File: src/rtl/serial_audio_pkg.sv
// Shared definitions for the serial audio encoder/decoder pair:
// the framing state encoding and the normalised LR channel values.
package serial_audio_pkg;

  typedef enum logic [1:0] {
    ST_IDLE  = 2'd0,
    ST_SHIFT = 2'd1,
    ST_DONE  = 2'd2
  } sa_state_t;

  // Normalised LR clock level (after polarity correction)
  localparam logic LR_LEFT  = 1'b0;
  localparam logic LR_RIGHT = 1'b1;

endpackage

File: src/rtl/serial_audio_word_register.sv
// One-entry valid/ready holding register for decoded words.
// A completed word arriving while the previous one is still unaccepted
// is dropped and flagged on is_overrun; the held word is left untouched.
module serial_audio_word_register #(
  parameter int data_width = 32
) (
  input  logic                  sclk,
  input  logic                  reset,
  input  logic                  in_valid,
  input  logic [data_width-1:0] in_data,
  input  logic                  in_left,
  input  logic                  o_ready,
  output logic                  o_valid,
  output logic [data_width-1:0] o_data,
  output logic                  o_is_left,
  output logic                  is_overrun
);

  logic load;

  // Slot is free when empty or being drained this cycle
  assign load = !o_valid || o_ready;

  // Hold, replace or drop the incoming word; track overrun
  always_ff @(posedge sclk or posedge reset) begin
    if (reset) begin
      o_valid    <= 1'b0;
      o_data     <= '0;
      o_is_left  <= 1'b0;
      is_overrun <= 1'b0;
    end else if (in_valid) begin
      if (load) begin
        o_valid    <= 1'b1;
        o_data     <= in_data;
        o_is_left  <= in_left;
        is_overrun <= 1'b0;
      end else begin
        is_overrun <= 1'b1;
      end
    end else if (o_valid && o_ready) begin
      o_valid <= 1'b0;
    end
  end

endmodule

File: src/rtl/serial_audio_decoder.sv
// Serial audio receiver: deserialises an I2S or left-justified stream
// (MSB first, data_width bits per slot) into per-channel words.
// Optional build macro:
//   SERIAL_AUDIO_DECODER_DROP_SHORT_EN - discard short frames silently
//   instead of emitting them MSB-aligned with zero-filled LSBs.
module serial_audio_decoder
  import serial_audio_pkg::*;
#(
  parameter int data_width = 32
) (
  input  logic                  sclk,
  input  logic                  reset,
  input  logic                  is_i2s,
  input  logic                  lrclk_polarity,
  input  logic                  ilrclk,
  input  logic                  isdat,
  output logic                  o_valid,
  input  logic                  o_ready,
  output logic                  o_is_left,
  output logic [data_width-1:0] o_data,
  output logic                  is_overrun
);

  localparam int CW = $clog2(data_width + 1);

  logic                  lr_n, lr_d, lr_eff, lr_q, lr_edge;
  sa_state_t             state;
  logic [CW-1:0]         count;
  logic [data_width-1:0] shreg;
  logic                  frame_left;
  logic                  done_vld;
  logic [data_width-1:0] done_word;
  logic                  done_left;
  logic [data_width-1:0] full_word;

  assign lr_n      = ilrclk ^ lrclk_polarity;
  // I2S puts the MSB one cycle after the LR edge; delaying LR aligns both formats
  assign lr_eff    = is_i2s ? lr_d : lr_n;
  assign lr_edge   = lr_eff != lr_q;
  assign full_word = {shreg[data_width-2:0], isdat};

`ifndef SERIAL_AUDIO_DECODER_DROP_SHORT_EN
  logic [data_width-1:0] short_word;
  // Partial word left-aligned so the received bits keep their MSB weight
  assign short_word = shreg << (CW'(data_width) - count);
`endif

  // LR history; reset to right so the line must move to left to start a frame
  always_ff @(posedge sclk or posedge reset) begin
    if (reset) begin
      lr_d <= LR_RIGHT;
      lr_q <= LR_RIGHT;
    end else begin
      lr_d <= lr_n;
      lr_q <= lr_eff;
    end
  end

  // Framing FSM: capture on LR edge, shift data_width bits, then wait
  always_ff @(posedge sclk or posedge reset) begin
    if (reset) begin
      state      <= ST_IDLE;
      count      <= '0;
      shreg      <= '0;
      frame_left <= 1'b0;
      done_vld   <= 1'b0;
      done_word  <= '0;
      done_left  <= 1'b0;
    end else begin
      done_vld <= 1'b0;
      if (lr_edge) begin
`ifndef SERIAL_AUDIO_DECODER_DROP_SHORT_EN
        if (state == ST_SHIFT) begin
          done_vld  <= 1'b1;
          done_word <= short_word;
          done_left <= frame_left;
        end
`endif
        shreg      <= {{(data_width-1){1'b0}}, isdat};
        count      <= CW'(1);
        frame_left <= (lr_eff == LR_LEFT);
        state      <= ST_SHIFT;
      end else begin
        case (state)
          ST_SHIFT: begin
            shreg <= full_word;
            count <= count + CW'(1);
            if (count == CW'(data_width - 1)) begin
              state     <= ST_DONE;
              done_vld  <= 1'b1;
              done_word <= full_word;
              done_left <= frame_left;
            end
          end
          ST_IDLE, ST_DONE: state <= state;
          default:          state <= ST_IDLE;
        endcase
      end
    end
  end

  serial_audio_word_register #(
    .data_width(data_width)
  ) u_word_reg (
    .sclk      (sclk),
    .reset     (reset),
    .in_valid  (done_vld),
    .in_data   (done_word),
    .in_left   (done_left),
    .o_ready   (o_ready),
    .o_valid   (o_valid),
    .o_data    (o_data),
    .o_is_left (o_is_left),
    .is_overrun(is_overrun)
  );

endmodule

File: config.mk
export PLATFORM = sky130hd
export DESIGN_NAME = serial_audio_decoder
export DESIGN_NICKNAME = d
export VERILOG_FILES = /design/src/rtl/serial_audio_pkg.sv /design/src/rtl/serial_audio_word_register.sv /design/src/rtl/serial_audio_decoder.sv
export SDC_FILE = /design/constraint.sdc
export NUM_CORES = 1
export LEC_CHECK = 0
export CAP_MARGIN = 10
export CORE_MARGIN = 10
export CORE_UTILIZATION = 49
export CTS_CLUSTER_SIZE = 10
export DETAILED_ROUTE_END_ITERATION = 10
export PLACE_DENSITY_LB_ADDON = 0.12
export SLEW_MARGIN = 30
export SYNTH_ARGS = -nofsm -noshare
export SYNTH_HDL_FRONTEND = slang
export SYNTH_SLANG_ARGS = --single-unit
File: constraint.sdc
create_clock -name sclk -period 9.7 [get_ports sclk]
set_input_delay 1.94 -clock sclk [delete_from_list [all_inputs] [get_ports sclk]]
set_output_delay 1.94 -clock sclk [all_outputs]
set_load 0.005 [all_outputs]
==> Word level (Yosys, flattened, before mapping) <==
Cells that the tools add are included.
{ "totals": {"reg_bits": 112, "inputBits": 7, "out_inout_bits": 35, "word_cells": 61} }
{ "op_classes": {"n_addsub": 2, "eq_ne": 7, "shift": 1, "n_mux": 24, "n_bitwise": 2, "reduce_logical": 12} }
{ "op_table": {"columns": ["cell", "n"], "rows": [
  ["$mux 32", 6],
  ["$shl 32x6->32", 1],
  ["$mux 1", 13],
  ["$mux 6", 2],
  ["$reduce_and 2->1", 4],
  ["$add 6x1->6 const B", 1],
  ["$eq 6x5->1 const B", 1],
  ["$reduce_bool 2->1", 3],
  ["$sub 6x6->6 const A", 1],
  ["$mux 2", 2],
  ["$pmux 2 s2", 1],
  ["$ne 3x2->1 const B", 1],
  ["$eq 2x1->1 const B", 1],
  ["$eq 2x2->1 const B", 1],
  ["$logic_not 2->1", 1],
  ["$ne 2x1->1 const B", 1],
  ["$ne 2x2->1 const B", 1],
  ["$reduce_or 2->1", 1],
  ["$logic_and 1x1->1", 1],
  ["$logic_not 1->1", 1],
  ["$logic_or 1x1->1", 1],
  ["$ne 1x1->1", 1],
  ["$not 1->1", 1],
  ["$xor 1x1->1", 1]
]} }

==> Logic depth before layout (Yosys ltp) <==
Gate-level depths: netlist of the first run.
{ "depth": {"ltp_word": 5, "ltp_mapped": 12, "mapped_depth_nobuf": 7} }

==> Modules after synthesis <==
Synthesis of the first run repeated with hierarchy kept, for this count alone.
{ "unflattened": {"cells_unflattened": 638, "area_unflattened_um2": 6678.9} }
{ "modules_own_cells": {"columns": ["module", "n_inst", "cells_per_inst", "area_per_inst_um2", "seq_area_each_um2"], "rows": [
  ["serial_audio_decoder", 1, 561, 5236.3, 1929.4],
  ["serial_audio_word_register", 1, 77, 1442.6, 875.8]
]} }

==> Least setup slack after synthesis of the first run <==
OpenSTA, ideal clock, no wires.
{ "synth_timing": {"path_kind": "in2reg", "startpoint": "input lrclk_polarity", "endpoint": "register done_word[27]", "setup_ps": 84, "arrival_ps": 3702, "t_required_ps": 9616, "setup_slack_ps": 5914, "stages": 7, "n_path_buf": 2, "path_cell_list": "xor2_1 > mux2i_1 > or2_2 > clkbuf_1 > clkbuf_1 > o21ai_0 > a41oi_2"} }
{ "synth_via": {"elab_chain_len": 5, "word_cells_on_any_way": 6, "classes_between": "eq/ne (1); mux (2); bitwise (1); reduce/logical (2)"} }
{ "synth_rtl": {"columns": ["item", "line_no", "rtl"], "rows": [
  ["from (decl)", "serial_audio_decoder.sv:14", "input logic lrclk_polarity,"],
  ["$xor 1x1->1 *", "serial_audio_decoder.sv:36", "assign lr_n = ilrclk ^ lrclk_polarity;"],
  ["$mux 1 *", "serial_audio_decoder.sv:38", "assign lr_eff = is_i2s ? lr_d : lr_n;"],
  ["$ne 1x1->1 *", "serial_audio_decoder.sv:39", "assign lr_edge = lr_eff != lr_q;"],
  ["$reduce_bool 2->1 (no source line)", null, null],
  ["$reduce_and 2->1 (no source line)", null, null],
  ["to (signal assigned)", "serial_audio_decoder.sv:75", "done_word <= short_word;"],
  ["to (signal assigned)", "serial_audio_decoder.sv:91", "done_word <= full_word;"],
  ["to (decl)", "serial_audio_decoder.sv:32", "logic [data_width-1:0] done_word;"]
]} }
Mark *: on every way between the ends. The rest lies on a longest branch, timed or not.
A chain may end at the register's enable or synchronous reset.

==> Worst setup path in the final report of the first run <==
{ "layout_timing": {"startpoint": "input lrclk_polarity", "endpoint": "register done_word[16]"} }
{ "layout_via": {"elab_chain_len": 5, "word_cells_on_any_way": 6, "classes_between": "eq/ne (1); mux (2); bitwise (1); reduce/logical (2)"} }
{ "layout_rtl": {"columns": ["item", "line_no", "rtl"], "rows": [
  ["$xor 1x1->1 *", "serial_audio_decoder.sv:36", null],
  ["named net lr_n", "serial_audio_decoder.sv:26", "logic lr_n, lr_d, lr_eff, lr_q, lr_edge;"],
  ["$mux 1 *", "serial_audio_decoder.sv:38", null],
  ["$ne 1x1->1 *", "serial_audio_decoder.sv:39", null],
  ["$reduce_bool 2->1 (no source line)", null, null],
  ["$reduce_and 2->1 (no source line)", null, null]
]} }
Mark *: on every way through the listed nets, which the timed path passes. The rest lies on a longest branch.

==> load_flow_metrics.sql, run 1 <==
INSERT INTO impl_metrics (metric_group, metric, value, unit) VALUES
('global_route', 'antenna_found_initial', '0', ''),
('synth', 'postSynthNetCount', '650', ''),
('floorplanning', 'die-height', '135', 'um'),
('clocking', 'clockRootBuffer', 'clkbuf_16', ''),
('floorplanning', 'floorplan.die.width', '135', 'um'),
('synth', 'synth-adder-area-share', '0.00386', ''),
('clocking', 'clkSlewWorstSetupHoldPaths', '0.07', 'ns'),
('global_route', 'grt_pass1_wl', '27.1', 'mm'),
('global_route', 'globalRouteTotalUtil', '0.186', ''),
('timing', 'period_needed', '4.30', 'ns'),
('setup_path', 'arrival', '4.58', 'ns'),
('status', 'status', 'finished, final reports clean', ''),
('timing', 'hold_viol_final', '0', ''),
('synth', 'synth.distinct_cells', '53', ''),
('setup_path', 'end_kind', 'flip-flop', ''),
('synth', 'synthXorXnorAreaFrac', '0.0122', ''),
('synth', 'post_synth_and_or_nand_nor_area_fraction', '0.159', ''),
('synth', 'postSynthCellCount', '641', ''),
('synth', 'postSynthAreaPerCell', '10.1', 'sq um'),
('timing', 'report.final.slew_viol_count', '0', ''),
('setup_path', 'critical_path_required', '9.98', 'ns'),
('global_route', 'grt_overflow', '0', ''),
('power', 'powerDensity', '244', 'nW/um^2'),
('routing', 'post_drt_wl_per_cell', '20.0', 'um'),
('clocking', 'clkLatencyLatePin', '0.36', 'ns'),
('power', 'leakagePower', '2.97', 'nW'),
('setup_path', 'criticalPathCategory', 'primary input to flip-flop', ''),
('floorplanning', 'fp.dieArea', '18200', 'sq um'),
('floorplanning', 'num_rows', '41', ''),
('timing', 'setup-violations-final', '0', ''),
('routing', 'initialDrtViolationCount', '474', ''),
('synth', 'synthesis.area', '6470', 'sq um'),
('clocking', 'cts_inserted_buffers', '9', ''),
('global_route', 'grt_start_max_net_pins', '71', ''),
('job', 'maxCapViolations', '0', ''),
('setup_path', 'cp_peak_stage_delay', '0.68', 'ns'),
('timing', 'max_slew.worst_pin.slew', '0.827', 'ns'),
('synth', 'synth_enable_flop_cells', '0', ''),
('routing', 'route.vias.total', '5104', ''),
('setup_path', 'critical_path.startpoint', 'lrclk_polarity', ''),
('clocking', 'cts_hold_buffers', '0', ''),
('global_route', 'grt_pass1_vias', '4876', ''),
('setup_path', 'crit_path_start_kind', 'primary input', ''),
('routing', 'drc', '0', ''),
('clocking', 'cts_setup_buffers', '0', ''),
('worst_hold_path', 'min_path_type', 'flip-flop to flip-flop', ''),
('setup_path', 'path_max_fanout', '26', ''),
('clocking', 'cts_tree', 'done', ''),
('setup_path', 'crit_path_top_delay_cell', 'mux2i_1', ''),
('clocking', 'ctsLongestPathBuffers', '2', ''),
('timing', 'relSlewSlack', '0.445', ''),
('layout', 'synthToLayoutAreaGrowth', '13.4', '%'),
('power', 'worst_ir_drop_vdd', '0.000125', 'V'),
('layout', 'final_core_utilization', '0.575', ''),
('synth', 'compound_cell_area_share_of_the_yosys_netlist', '0.139', ''),
('timing', 'portion_of_the_clock_cycle_consumed_by_the_worst_path_in_the_final_layout', '0.443', ''),
('synth', 'synth_top_family_by_area', 'multiplexers', ''),
('place', 'gp_congestion', '0.941', ''),
('setup_path', 'worstPathCellList', 'clkdlybuf4s50_1 > xor2_1 > mux2i_1 > or2_2 > o21ai_0 > a41oi_2', ''),
('floorplanning', 'start_util', '0.507', ''),
('layout', 'layout.nets', '663', ''),
('floorplanning', 'core_area', '12800', 'sq um'),
('place', 'buffer_ports.inserted', '41', ''),
('timing', 'final.setup.tns', '0', 'ns'),
('floorplanning', 'io-pin-count', '42', ''),
('layout', 'n_antenna_cell', '0', ''),
('timing', 'finalClockSkew', '0.0103', 'ns'),
('synth', 'ys_ff_latch', '112', ''),
('synth', 'synth_sequential_area_ratio', '0.433', ''),
('synth', 'mux_cell_area_share_after_synthesis', '0.213', ''),
('routing', 'final_routed_wirelength_across_all_metal_layers', '16.6', 'mm');
[Yosys cell counts (2+ instances only)]
| cell type | n | area [sq um] |
|---|---|---|
| a31oi_1 | 13 | 81.3 |
| o211ai_1 | 7 | 52.6 |
| ha_1 | 2 | 25.0 |
| a21oi_1 | 45 | 225 |
| mux2i_1 | 25 | 250 |
| nand4_1 | 4 | 25.0 |
| mux4_2 | 28 | 631 |
| inv_1 | 7 | 26.3 |
| nand3_2 | 2 | 20.0 |
| dfrtp_1 | 110 | 2750 |
| nand3b_1 | 5 | 37.5 |
| a22oi_1 | 5 | 37.5 |
| or2_2 | 2 | 12.5 |
| clkbuf_1 | 35 | 131 |
| buf_6 | 4 | 45.0 |
| nand2b_1 | 8 | 50.1 |
| nor2_1 | 50 | 188 |
| a32oi_1 | 7 | 61.3 |
| dfstp_2 | 2 | 52.6 |
| buf_1 | 5 | 18.8 |
| a2111oi_4 | 2 | 55.1 |
| o21ai_0 | 19 | 95.1 |
| nand3_1 | 28 | 140 |
| buf_2 | 7 | 35.0 |
| o211ai_2 | 3 | 37.5 |
| xnor2_1 | 4 | 35.0 |
| mux2_2 | 44 | 495 |
| o21a_1 | 9 | 67.6 |
| or2b_1 | 2 | 15.0 |
| xor2_1 | 5 | 43.8 |
| nand2_1 | 123 | 462 |
| a41oi_2 | 5 | 81.3 |
| nor3_1 | 2 | 10.0 |
| a41oi_1 | 3 | 26.3 |
[layout by cell type, fill, tap and decap left out, types with 5 or more instances in the layout]
cell type,n
o21ai_0,18
a22oi_1,5
a41oi_2,5
buf_4,10
a32oi_1,7
mux2i_1,25
inv_1,5
o211ai_1,7
nor2_1,48
mux4_2,28
nand2b_1,8
clkdlybuf4s50_1,41
dfrtp_1,110
nand2_1,123
clkbuf_16,9
nand3b_1,5
mux2_2,44
a21oi_1,45
a31oi_1,12
nand3_1,28
o21a_1,9
[critical path: cells and delay by family]
family / cells / cell delay (ns)
buffers and inverters: 1 / 0.48
AO/OA/AOI/OAI: 2 / 0.49
AND/OR/NAND/NOR: 1 / 0.59
XOR/XNOR: 1 / 0.39
multiplexers: 1 / 0.68
[per-layer routing]
| metal | global-route usage | up-vias | wire length (um) |
|---|---|---|---|
| met3 | 0.0427 | 18 | 1330 |
| met1 | 0.265 | 2559 | 7630 |
| li1 | - | 2326 | - |
| met5 | 0 | - | 0 |
| met2 | 0.276 | 201 | 7400 |
| met4 | 0.0538 | 0 | 243 |
[final timing paths]
kind / slack [ns] / cells past startpoint / endpoint
hold / removal: 0.49 / 1 / u_word_reg.is_overrun
setup / recovery: 5.40 / 6 / done_word[16]
hold reg to reg: 0.49 / 1 / u_word_reg.is_overrun
setup reg to reg: 5.93 / 8 / done_word[31]
min in group asynchronous: 1.97 / 2 / u_word_reg.o_data[8]
max in group asynchronous: 6.73 / 3 / state[1]
[power by group]
group / internal (W) / switching (W) / total [W]
logic: 0.000356 / 0.000384 / 0.000740
registers: 0.000587 / 0.0000772 / 0.000664
clock network: 0.000212 / 0.000179 / 0.000391
[final cells by class]
type / instances / area, sq um
repair buffers: 54 / 539
fillers: 1092 / 5430
well taps: 172 / 215
inverters: 7 / 28.8
clock buffers: 10 / 239
multi-input cells: 470 / 3440
clock inverters: 6 / 75.1
flip-flops and latches: 112 / 2810
[flip-flops by register name (all words and copies together) (netlist names)]
register / flops
count: 6
lr_d: 1
frame_left: 1
u_word_reg.o_data: 32
shreg: 32
u_word_reg.o_valid: 1
state: 2
done_left: 1
u_word_reg.is_overrun: 1
done_vld: 1
u_word_reg.o_is_left: 1
done_word: 32
lr_q: 1
[cell families after synthesis]
group / count (synthesis)
adder cells (fa/ha/maj): 2
AO/OA/AOI/OAI: 127
multiplexers: 97
AND/OR/NAND/NOR: 235
flip-flops: 112
buffers and inverters: 59
XOR/XNOR: 9
[stage by stage]
stage               instance area, sq um  total power (W)  hold WS, ns  setup WS (ns)  instances
floorplan                           6470          0.00114        0.457           4.80        641
global placement                    6990          0.00139        0.467           5.16        813
detailed placement                  7030          0.00141        0.473           5.06        815
CTS                                 7340          0.00181        0.490           5.41        831
global route                        7350          0.00190        0.514           5.26        831
finish                              7350          0.00179        0.487           5.40        831
No activity file was read; power rests on OpenSTA's default activity.
==> inputs of run 2 (changes only) <==
Clock period 9.7 ns to 4.1 ns, I/O delays scaled along.
==> load_flow_metrics.sql, run 2 (same netlist as run 1, synthesis figures left out) <==
INSERT INTO impl_metrics (metric_group, metric, value, unit) VALUES
('status', 'status', 'finished, final reports clean', ''),
('timing', 'max_slew.worst_pin.slew', '0.939', 'ns'),
('timing', 'final.setup.tns', '0', 'ns'),
('global_route', 'globalRouteTotalUtil', '0.191', ''),
('floorplanning', 'floorplan.die.width', '135', 'um'),
('global_route', 'grt_pass1_wl', '27.6', 'mm'),
('setup_path', 'critical_path_required', '4.38', 'ns'),
('timing', 'fmaxAchievable', '318', 'MHz'),
('routing', 'avgViaCountPerCell', '6.07', ''),
('floorplanning', 'fp.dieArea', '18200', 'sq um'),
('routing', 'final_routed_wirelength_across_all_metal_layers', '17.1', 'mm'),
('layout', 'n_antenna_cell', '0', ''),
('routing', 'drc', '0', ''),
('layout', 'layout_commonest_cell', 'nand2_1', ''),
('clocking', 'ctsLongestPathBuffers', '2', ''),
('clocking', 'cts_inserted_buffers', '9', ''),
('setup_path', 'criticalPathCategory', 'flip-flop to flip-flop', ''),
('job', 'maxCapViolations', '0', ''),
('worst_hold_path', 'min_path_type', 'flip-flop to flip-flop', ''),
('floorplanning', 'core_area', '12800', 'sq um'),
('clocking', 'cts_hold_buffers', '0', ''),
('timing', 'portion_of_the_clock_cycle_consumed_by_the_worst_path_in_the_final_layout', '0.766', ''),
('place', 'place_hpwl', '12.4', 'mm'),
('layout', 'reg_top3', 'done_word x32, shreg x32, u_word_reg.o_data x32', ''),
('timing', 'relSlewSlack', '0.374', ''),
('clocking', 'cts.htree.levels', '3', ''),
('setup_path', 'end_kind', 'flip-flop', ''),
('layout', 'final_core_utilization', '0.578', ''),
('clocking', 'post_cts.resized_instances', '0', ''),
('timing', 'hold_viol_final', '0', ''),
('timing', 'unrepaired_setup_endpoints_after_global_routing', 'no', ''),
('global_route', 'grt_pass1_vias', '4926', ''),
('routing', 'drtAntennaViolNets', '0', ''),
('routing', 'dr.pass1.iters', '5', ''),
('power', 'powerDensity', '579', 'nW/um^2'),
('place', 'buffer_ports.inserted', '41', ''),
('clocking', 'cts_tree', 'done', ''),
('setup_path', 'crit_path_start_kind', 'flip-flop', ''),
('setup_path', 'arrival', '3.42', 'ns'),
('place', 'gp_congestion', '0.932', ''),
('clocking', 'clkSlewWorstSetupHoldPaths', '0.07', 'ns'),
('floorplanning', 'num_rows', '41', ''),
('floorplanning', 'io-pin-count', '42', ''),
('global_route', 'grt_overflow', '0', ''),
('floorplanning', 'die-height', '135', 'um'),
('layout', 'synthToLayoutAreaGrowth', '14.1', '%'),
('timing', 'period_needed', '3.14', 'ns'),
('floorplanning', 'start_util', '0.507', ''),
('global_route', 'antenna_found_initial', '0', ''),
('clocking', 'clockRootBuffer', 'clkbuf_16', ''),
('routing', 'initialDrtViolationCount', '454', ''),
('routing', 'route.vias.total', '5076', ''),
('setup_path', 'path_max_fanout', '20', ''),
('power', 'leakagePower', '2.99', 'nW'),
('clocking', 'cts_setup_buffers', '0', ''),
('layout', 'commonest_cells_after_routing_fill_and_taps_aside', 'nand2_1, dfrtp_1, nor2_1', ''),
('power', 'worst_ir_drop_vdd', '0.000299', 'V'),
('timing', 'report.final.slew_viol_count', '0', ''),
('clocking', 'cts.sinks', '112', ''),
('layout', 'layout.nets', '668', ''),
('routing', 'post_drt_wl_per_cell', '20.4', 'um'),
('timing', 'finalClockSkew', '0.00868', 'ns'),
('global_route', 'grt_start_max_net_pins', '67', ''),
('layout', 'final_layout_size_suffix_gt1_frac', '0.199', ''),
('clocking', 'clkLatencyLatePin', '0.36', 'ns'),
('timing', 'setup-violations-final', '0', '');
[run 2: changes by cell type in the layout (fill, tap and decap cells not counted), moves of 2 or more]
cell,before,now
buf_4,10,15
clkinvlp_4,0,2
buf_12,0,2
inv_8,2,0
[run 2: path summary, 6_finish.rpt]
kind	startpoint	end	slack [ns]	depth (start not counted)
setup reg to reg	count[0]	done_word[30]	0.96	9
max in group asynchronous	reset	lr_d	2.42	3
min in group asynchronous	reset	u_word_reg.o_data[6]	0.88	2
setup / recovery	count[0]	done_word[30]	0.96	9
hold reg to reg	u_word_reg.is_overrun	u_word_reg.is_overrun	0.49	1
hold / removal	u_word_reg.is_overrun	u_word_reg.is_overrun	0.49	1
[run 2: cell type report]
cell class / count / area, sq um
fillers: 1088 / 5390
well taps: 172 / 215
repair buffers: 59 / 591
clock buffers: 11 / 243
multi-input cells: 470 / 3440
flip-flops and latches: 112 / 2810
clock inverters: 5 / 62.6
inverters: 7 / 28.8
[run 2: power breakdown]
part           switching [W]  internal [W]
Clock               0.000408      0.000495
Sequential          0.000185       0.00139
Combinational       0.000916      0.000881
Total                0.00151       0.00276
[run 2: per-layer routing]
layer | vias up | wire, um | GRT usage
met5 | - | 0 | 0
met3 | 30 | 1150 | 0.0345
li1 | 2341 | - | -
met2 | 187 | 7400 | 0.276
met4 | 0 | 457 | 0.0813
met1 | 2518 | 8060 | 0.274
[run 2: worst max-delay path, cell delays in order (launching register included)]
cell and delay [ns]:
dfrtp_1 0.38, inv_1 0.06, buf_4 0.30, ha_1 0.35
xor2_2 0.54, buf_4 0.30, mux4_2 0.35, mux2i_1 0.41
nand2_1 0.14, a41oi_2 0.21
[run 2: per-stage QoR]
step / setup WS, ns / cells / hold WS [ns] / power [W] / area [sq um]
after detailed placement: 0.662 / 820 / 0.483 / 0.00341 / 7080
after global placement: 0.644 / 819 / 0.466 / 0.00335 / 7060
after CTS: 0.983 / 836 / 0.500 / 0.00432 / 7390
after floorplan: 0.324 / 641 / 0.457 / 0.00269 / 6470
final: 0.958 / 836 / 0.492 / 0.00427 / 7390
after global routing: 0.780 / 836 / 0.513 / 0.00454 / 7390
==> inputs of run 3 (changes only) <==
Clock period 4.1 ns to 2.7 ns, I/O delays scaled along.
==> load_flow_metrics.sql, run 3 (same netlist as run 1, synthesis figures left out) <==
INSERT INTO impl_metrics (metric_group, metric, value, unit) VALUES
('clocking', 'cts_setup_buffers', '0', ''),
('place', 'buffer_ports.inserted', '41', ''),
('clocking', 'cts.sinks', '112', ''),
('global_route', 'antenna_found_initial', '1', ''),
('timing', 'period_needed', '2.49', 'ns'),
('place', 'dpl_cell_area', '7240', 'sq um'),
('status', 'status', 'finished, final reports clean', ''),
('clocking', 'clkSlewWorstSetupHoldPaths', '0.07', 'ns'),
('setup_path', 'timing.critical_path.buf_inv', '1', ''),
('global_route', 'grt_pass1_vias', '5059', ''),
('routing', 'drc', '0', ''),
('timing', 'setup-violations-final', '0', ''),
('timing', 'report.final.slew_viol_count', '0', ''),
('global_route', 'grt_overflow', '0', ''),
('routing', 'initialDrtViolationCount', '507', ''),
('routing', 'route.vias.total', '5060', ''),
('setup_path', 'path_max_fanout', '32', ''),
('setup_path', 'cp_peak_stage_delay', '0.53', 'ns'),
('layout', 'synthToLayoutAreaGrowth', '16.6', '%'),
('floorplanning', 'floorplan.die.width', '135', 'um'),
('layout', 'layout.nets', '682', ''),
('routing', 'dr.pass1.iters', '5', ''),
('clocking', 'cts_inserted_buffers', '9', ''),
('timing', 'worst_hold_margin', '0.489', 'ns'),
('timing', 'fmaxAchievable', '402', 'MHz'),
('setup_path', 'criticalPathCategory', 'flip-flop to flip-flop', ''),
('layout', 'final-instance-count-excl-fill', '850', ''),
('setup_path', 'worstPathCellList', 'or4_4 > or3_4 > a2111oi_4 > buf_12 > nand3_1 > a31oi_1', ''),
('clocking', 'cts_tree', 'done', ''),
('global_route', 'grt_pass1_wl', '28.0', 'mm'),
('setup_path', 'end_kind', 'flip-flop', ''),
('routing', 'avgViaCountPerCell', '5.95', ''),
('setup_path', 'worst_path_dominant_cell_family', 'simple AND/OR/NAND/NOR gates', ''),
('power', 'leakagePower', '3.08', 'nW'),
('floorplanning', 'fp.dieArea', '18200', 'sq um'),
('timing', 'final.setup.tns', '0', 'ns'),
('layout', 'final_layout_size_suffix_gt1_frac', '0.217', ''),
('setup_path', 'arrival', '2.77', 'ns'),
('clocking', 'post_cts.resized_instances', '0', ''),
('clocking', 'ctsLongestPathBuffers', '2', ''),
('routing', 'drtAntennaViolNets', '0', ''),
('timing', 'relSlewSlack', '0.456', ''),
('floorplanning', 'io-pin-count', '42', ''),
('power', 'powerDensity', '872', 'nW/um^2'),
('layout', 'reg_top3', 'done_word x32, shreg x32, u_word_reg.o_data x32', ''),
('timing', 'finalClockSkew', '0.00808', 'ns'),
('timing', 'hold_viol_final', '0', ''),
('clocking', 'clkLatencyLatePin', '0.36', 'ns'),
('floorplanning', 'die-height', '135', 'um'),
('layout', 'commonest_cells_after_routing_fill_and_taps_aside', 'nand2_1, dfrtp_1, nor2_1', ''),
('place', 'gp_congestion', '0.931', ''),
('job', 'maxCapViolations', '0', ''),
('global_route', 'globalRouteTotalUtil', '0.194', ''),
('place', 'place_hpwl', '12.6', 'mm'),
('clocking', 'cts_hold_buffers', '0', ''),
('routing', 'final_routed_wirelength_across_all_metal_layers', '17.0', 'mm'),
('timing', 'portion_of_the_clock_cycle_consumed_by_the_worst_path_in_the_final_layout', '0.922', ''),
('timing', 'unrepaired_setup_endpoints_after_global_routing', 'no', ''),
('global_route', 'grt_start_max_net_pins', '66', ''),
('place', 'place_inst', '834', ''),
('clocking', 'cts.htree.levels', '3', ''),
('floorplanning', 'num_rows', '41', ''),
('layout', 'fill_cells', '1107', ''),
('layout', 'n_antenna_cell', '0', ''),
('setup_path', 'crit_path_start_kind', 'flip-flop', ''),
('layout', 'layout_commonest_cell', 'nand2_1', ''),
('layout', 'stdcell_area', '7550', 'sq um'),
('clocking', 'clockRootBuffer', 'clkbuf_16', ''),
('worst_hold_path', 'min_path_type', 'flip-flop to flip-flop', ''),
('setup_path', 'critical_path_required', '2.97', 'ns'),
('power', 'worst_ir_drop_vdd', '0.000448', 'V'),
('timing', 'max_slew.worst_pin.slew', '0.815', 'ns'),
('setup_path', 'crit_path_top_delay_cell', 'or4_4', ''),
('floorplanning', 'start_util', '0.507', ''),
('routing', 'post_drt_wl_per_cell', '20.0', 'um'),
('floorplanning', 'core_area', '12800', 'sq um');
## run 3: per-layer routing
metal / part of all wire / global-route usage
met5: 0.00077 / 0
met4: 0.024 / 0.0736
met3: 0.067 / 0.0300
met2: 0.45 / 0.294
met1: 0.46 / 0.272
## run 3: worst paths after layout
check | slack [ns] | to | depth (start not counted) | from
setup / recovery | 0.21 | done_word[20] | 6 | count[1]
hold / removal | 0.49 | u_word_reg.is_overrun | 1 | u_word_reg.is_overrun
setup reg to reg | 0.21 | done_word[20] | 6 | count[1]
hold reg to reg | 0.49 | u_word_reg.is_overrun | 1 | u_word_reg.is_overrun
max in group asynchronous | 1.77 | done_word[12] | 3 | reset
min in group asynchronous | 0.62 | frame_left | 3 | reset
## run 3: report_power, final
part | leakage, nW | switching, W | total, W | internal (W)
clock network | 0.144 | 0.000635 | 0.00136 | 0.000730
logic | 1.49 | 0.00143 | 0.00284 | 0.00141
registers | 1.45 | 0.000270 | 0.00238 | 0.00211
total | 3.08 | 0.00233 | 0.00659 | 0.00425
## run 3: cell type report
| cell class | count | area (sq um) | area share |
|---|---|---|---|
| Multi-Input combinational cell | 470 | 3440 | 0.456 |
| Inverter | 7 | 30.0 | 0.00398 |
| Tap cell | 172 | 215 | 0.0285 |
| Clock buffer | 9 | 225 | 0.0298 |
| Sequential cell | 112 | 2810 | 0.372 |
| Clock inverter | 7 | 78.8 | 0.0104 |
| Timing Repair Buffer | 73 | 751 | 0.0995 |
## run 3: through the flow
stage          total power [W]  setup WS, ns  utilization
2_1_floorplan          0.00409        0.0839            -
3_3_place_gp           0.00523         0.131        0.567
3_5_place_dp           0.00528        0.0631        0.567
4_1_cts                0.00665         0.196        0.591
5_1_grt                0.00699        0.0716        0.591
6_report               0.00659         0.210        0.591
==> RTL change 1 (config.mk and constraints of run 2) <==
The option `SERIAL_AUDIO_DECODER_DROP_SHORT_EN` is turned on by a define.
--- a/src/rtl/serial_audio_decoder.sv
+++ b/src/rtl/serial_audio_decoder.sv
@@ -5,2 +5,4 @@
 //   instead of emitting them MSB-aligned with zero-filled LSBs.
+`define SERIAL_AUDIO_DECODER_DROP_SHORT_EN
+
 module serial_audio_decoder
Function: changed (Yosys sat finds a counterexample within 4 cycles, from zero or initial values and one cycle with reset high).
==> RTL change 1 against run 2 <==
Design area shrank 31%. Combinational power decreased by 94%. Worst setup slack improved by 0.56 ns. First-iteration DRC count shrank 84%. Die area down 28%. Wire length fell by 57%. Area after synthesis is 32% lower. Total power is 56% lower. Sequential cell count shrank 1.
==> RTL change 1: results (changes against run 2) <==
[power]
peakVddDrop_uv=165  ; -45%
leakagePower_uw=0.00248  ; -17%
combPwrFrac_pct=5.4  ; -37 points
share_seq_of_total_power_pct=60.5  ; +24 points

[final_layout]
drive_gt1_share_pct=25.2  ; +5.3 points
reg.largest.list=done_word (32), u_word_reg.o_data (32), shreg (31)
final_cells=489  ; -42%

[synthesis]
ys_types=28  ; -47%
synthMuxAreaShare_pct=20.2  ; -1.1 points
synth_cells=332  ; -48%
yosys-top-cells-count=109 x dfrtp_1, 68 x nand2_1, 38 x mux2_2
yosysSeqAreaShare_pct=63.1  ; +20 points
synthAdderAreaFrac_pct=0.511  ; +0.12 points
synth.net_count=340  ; -48%

[drt]
via_per_inst=5.08  ; -16%
dr.first_iter.drc_count=72  ; -84%
wl_met3_um=410  ; -64%
wl_um=7300  ; -57%

[worst_setup_path]
max_stage_delay_ns=0.47  ; -0.07 ns
crit_path_top_delay_cell=clkdlybuf4s50_1
cp_max_fo=17  ; -15%
critical_path_arrival_ns=2.83  ; -0.59 ns
reg2reg_depth=6  ; -3
reg2reg_slack_ns=2.10  ; +1.14 ns
r2r_end=done_word[25]

[global_routing]
use_met1_pct=15.6  ; -12 points
grt_pass1_wl_um=12600  ; -54%
track_usage_pct=11.6  ; -7.5 points
use_met2_pct=16.9  ; -11 points

[placement]
hpwl_um=4720  ; -62%
postPlaceCellArea_um2=4930  ; -30%
gp_congestion=0.690  ; -26%
dp_slack_ns=1.13  ; +0.471 ns

[run_status]
status=complete, no violations

[timing]
whs_ns=0.489  ; -0.00311 ns
clock_skew_ns=0.0105  ; +0.00182 ns

[clock_tree]
clock-root-buffer=clkbuf_8

## RTL change 1: cell count changes after synthesis, sizes merged, moves of 13 or more
cell | run 2 | this run
clkbuf | 36 | 11
mux2i | 25 | 1
mux2 | 44 | 68
nand2 | 123 | 68
o21ai | 20 | 3
nand3 | 30 | 2
a31oi | 13 | 0
nor2 | 51 | 5
mux4 | 28 | 0
## RTL change 1: final cells by class
class | count | area, um^2
Clock buffer | 13 | 149
Clock inverter | 3 | 42.5
Fill cell | 703 | 3590
Inverter | 3 | 13.8
Multi-Input combinational cell | 201 | 1530
Sequential cell | 111 | 2780
Tap cell | 108 | 135
Timing Repair Buffer | 50 | 478
## RTL change 1: how the worst max path moves through the flow
stage / from / to / slack [ns] / cells after the start
after floorplan: reset / count[0] / 0.35 / 1
after global placement: ilrclk / done_word[31] / 1.17 / 6
after detailed placement: ilrclk / done_word[31] / 1.13 / 6
after CTS: ilrclk / done_word[31] / 1.52 / 6
after global routing: lrclk_polarity / done_left / 1.45 / 6
final: ilrclk / done_word[29] / 1.52 / 6
==> RTL change 2 (settings of run 2) <==
Without the edit above. Reset style: synchronous (`reset`), changed in 3 clocked blocks.
--- a/src/rtl/serial_audio_word_register.sv
+++ b/src/rtl/serial_audio_word_register.sv
@@ -24,3 +24,3 @@
   // Hold, replace or drop the incoming word; track overrun
-  always_ff @(posedge sclk or posedge reset) begin
+  always_ff @(posedge sclk) begin
     if (reset) begin
--- a/src/rtl/serial_audio_decoder.sv
+++ b/src/rtl/serial_audio_decoder.sv
@@ -48,3 +48,3 @@
   // LR history; reset to right so the line must move to left to start a frame
-  always_ff @(posedge sclk or posedge reset) begin
+  always_ff @(posedge sclk) begin
     if (reset) begin
@@ -59,3 +59,3 @@
   // Framing FSM: capture on LR edge, shift data_width bits, then wait
-  always_ff @(posedge sclk or posedge reset) begin
+  always_ff @(posedge sclk) begin
     if (reset) begin
Check against the original RTL: differs if reset is asserted again (counterexample within 4 cycles, from zero or initial values and one cycle with reset high); with reset held inactive, the same outputs for 10 cycles.
==> RTL change 2 against run 2 <==
Sequential cell count is the same. Design area shrank 7.9%. Worst setup slack gained 0.043 ns. Clock skew grew 0.0017 ns. Global-route usage shrank 0.50 points. Via count grew 3.2%. Count of clock-buffer cells in the layout shrank 1. Wire length shrank 4.3%. Worst hold slack lost 0.051 ns. Area after synthesis shrank 6.1%. Critical path type unchanged. Critical endpoint is now done_word[14]. Highest routed layer unchanged.
Power is not compared: it rests on default switching activity, and its combinational part moved more than twofold at a synthesized area within 25%.
==> RTL change 2: results (changes against run 2) <==
[run_status]
status=complete, no violations

[drt]
vias=5240  ; +3.2%
avgRoutedWirePerCell_um=17.8  ; -13%
dr.first_iter.drc_count=382  ; -16%

[final_layout]
drive_gt1_share_pct=10.8  ; -9.1 points
nets=752  ; +13%
reg.largest.list=done_word (32), shreg (32), u_word_reg.o_data (32)
antenna_cells=0  ; unchanged

[global_routing]
grt_pass1_wl_um=26800  ; -2.9%
track_usage_pct=18.6  ; -0.50 points
first_global_vias=4896  ; -0.61%
grt_max_degree=52  ; -22%

[worst_setup_path]
cp_max_fo=24  ; +20%
reg2reg_slack_ns=1.00  ; +0.04 ns
rr_startpoint=count[1]
crit_path_top_delay_cell=ha_1
max_stage_delay_ns=0.65  ; +0.11 ns
critical_path_arrival_ns=3.36  ; -0.06 ns
r2r_end=done_word[14]

[min_path]
holdCritStartpoint=done_word[27]
whs_path_depth=2  ; +1
hold-path-endpoint=u_word_reg.o_data[27]

[synthesis]
synth_area_leaders=dfxtp_1 37%, nand2_1 11%, a21oi_1 6.8%
ys_async_sr_fraction_pct=0  ; -100 points
yosysSeqAreaShare_pct=36.9  ; -6.5 points
ys_types=54  ; +1.9%
yosys-top-cells-count=184 x nand2_1, 112 x dfxtp_1, 83 x a21oi_1
yosysWarnings=0  ; unchanged
synth-main-ff-cell=dfxtp_1

[clock_tree]
clk_latency_ns=0.36  ; about the same
path_clk_slew_ns=0.08
cts_resized=0  ; unchanged
cts-htree-levels=3  ; unchanged
clockBufferDepth=2  ; unchanged

[placement]
portBuffers=41  ; unchanged
gp_congestion=0.933  ; about the same
dp_slack_ns=0.967  ; +0.305 ns
hpwl_um=11800  ; -4.2%

[power]
leakagePower_uw=0.00226

[timing]
tightestPinTransition_ns=0.895  ; -0.0433 ns
whs_ns=0.442  ; -0.0506 ns
clock_skew_ns=0.0104  ; +0.00169 ns

[RTL change 2: changes by cell type after synthesis, sizes merged, moves of 15 or more]
cell,before,now
nand2,123,184
dfxtp,0,112
o21ai,20,36
a21oi,45,85
a311oi,1,16
mux2,44,10
dfrtp,110,0
[RTL change 2: how the worst max path moves through the flow]
| stage | slack, ns | end | startpoint | cells past startpoint |
|---|---|---|---|---|
| 6_report | 1.00 | done_word[14] | count[1] | 9 |
| 5_1_grt | 0.72 | done_word[14] | count[1] | 9 |
| 4_1_cts | 1.03 | done_word[14] | count[1] | 9 |
| 3_5_place_dp | 0.97 | done_word[6] | lrclk_polarity | 9 |
| 3_3_place_gp | 1.03 | done_word[6] | lrclk_polarity | 9 |
| 2_1_floorplan | 1.31 | done_word[24] | count[0] | 13 |
[RTL change 2: layer usage]
metal / part of all wire (%) / wire length (um) / track usage [%] / vias to the layer above
met1: 48 / 7890 / 26.7 / 2475
met2: 44 / 7120 / 27.0 / 142
met4: 1.9 / 312 / 6.49 / 0
met3: 6.3 / 1020 / 3.73 / 26
met5: 0 / 0 / 0 / -
li1: - / - / - / 2597
[RTL change 2: worst max-delay path, delay by kind of cell (launching register included)]
family	cells	cell delay, ns
buffers and inverters	3	0.66
adders and majority gates	1	0.65
AOI/OAI and AO/OA	2	0.62
muxes	2	0.48
DFF	1	0.47
and+or+nand+nor	1	0.10
[RTL change 2: cell type report]
cell class	instances	area, um^2
fillers	1144	5260
multi-input cells	552	3470
flip-flops and latches	112	2240
repair buffers	59	566
clock buffers	10	229
well taps	168	210
clock inverters	6	50.0
inverters	9	36.3
[RTL change 2: metrics by stage]
step	instances	cell area, um^2
after floorplan	738	6080
after global placement	899	6500
after detailed placement	899	6500
after CTS	915	6780
after global routing	916	6800
final	916	6800
[RTL change 2: kinds of logic after synthesis]
| family | synth area share [%] |
|---|---|
| AND/OR/NAND/NOR | 20.8 |
| buffers and inverters | 6.42 |
| AO/OA/AOI/OAI | 18.8 |
| flip-flops | 36.9 |
| multiplexers | 14.2 |
| adder cells (fa/ha/maj) | 0.411 |
| XOR/XNOR | 2.55 |
[RTL change 2: power breakdown]
part / internal, uW / leakage, uW / switching, uW
clock network: 422 / 0.000135 / 426
logic: 220 / 0.00122 / 430
registers: 1130 / 0.000908 / 31.7
total: 1780 / 0.00226 / 887
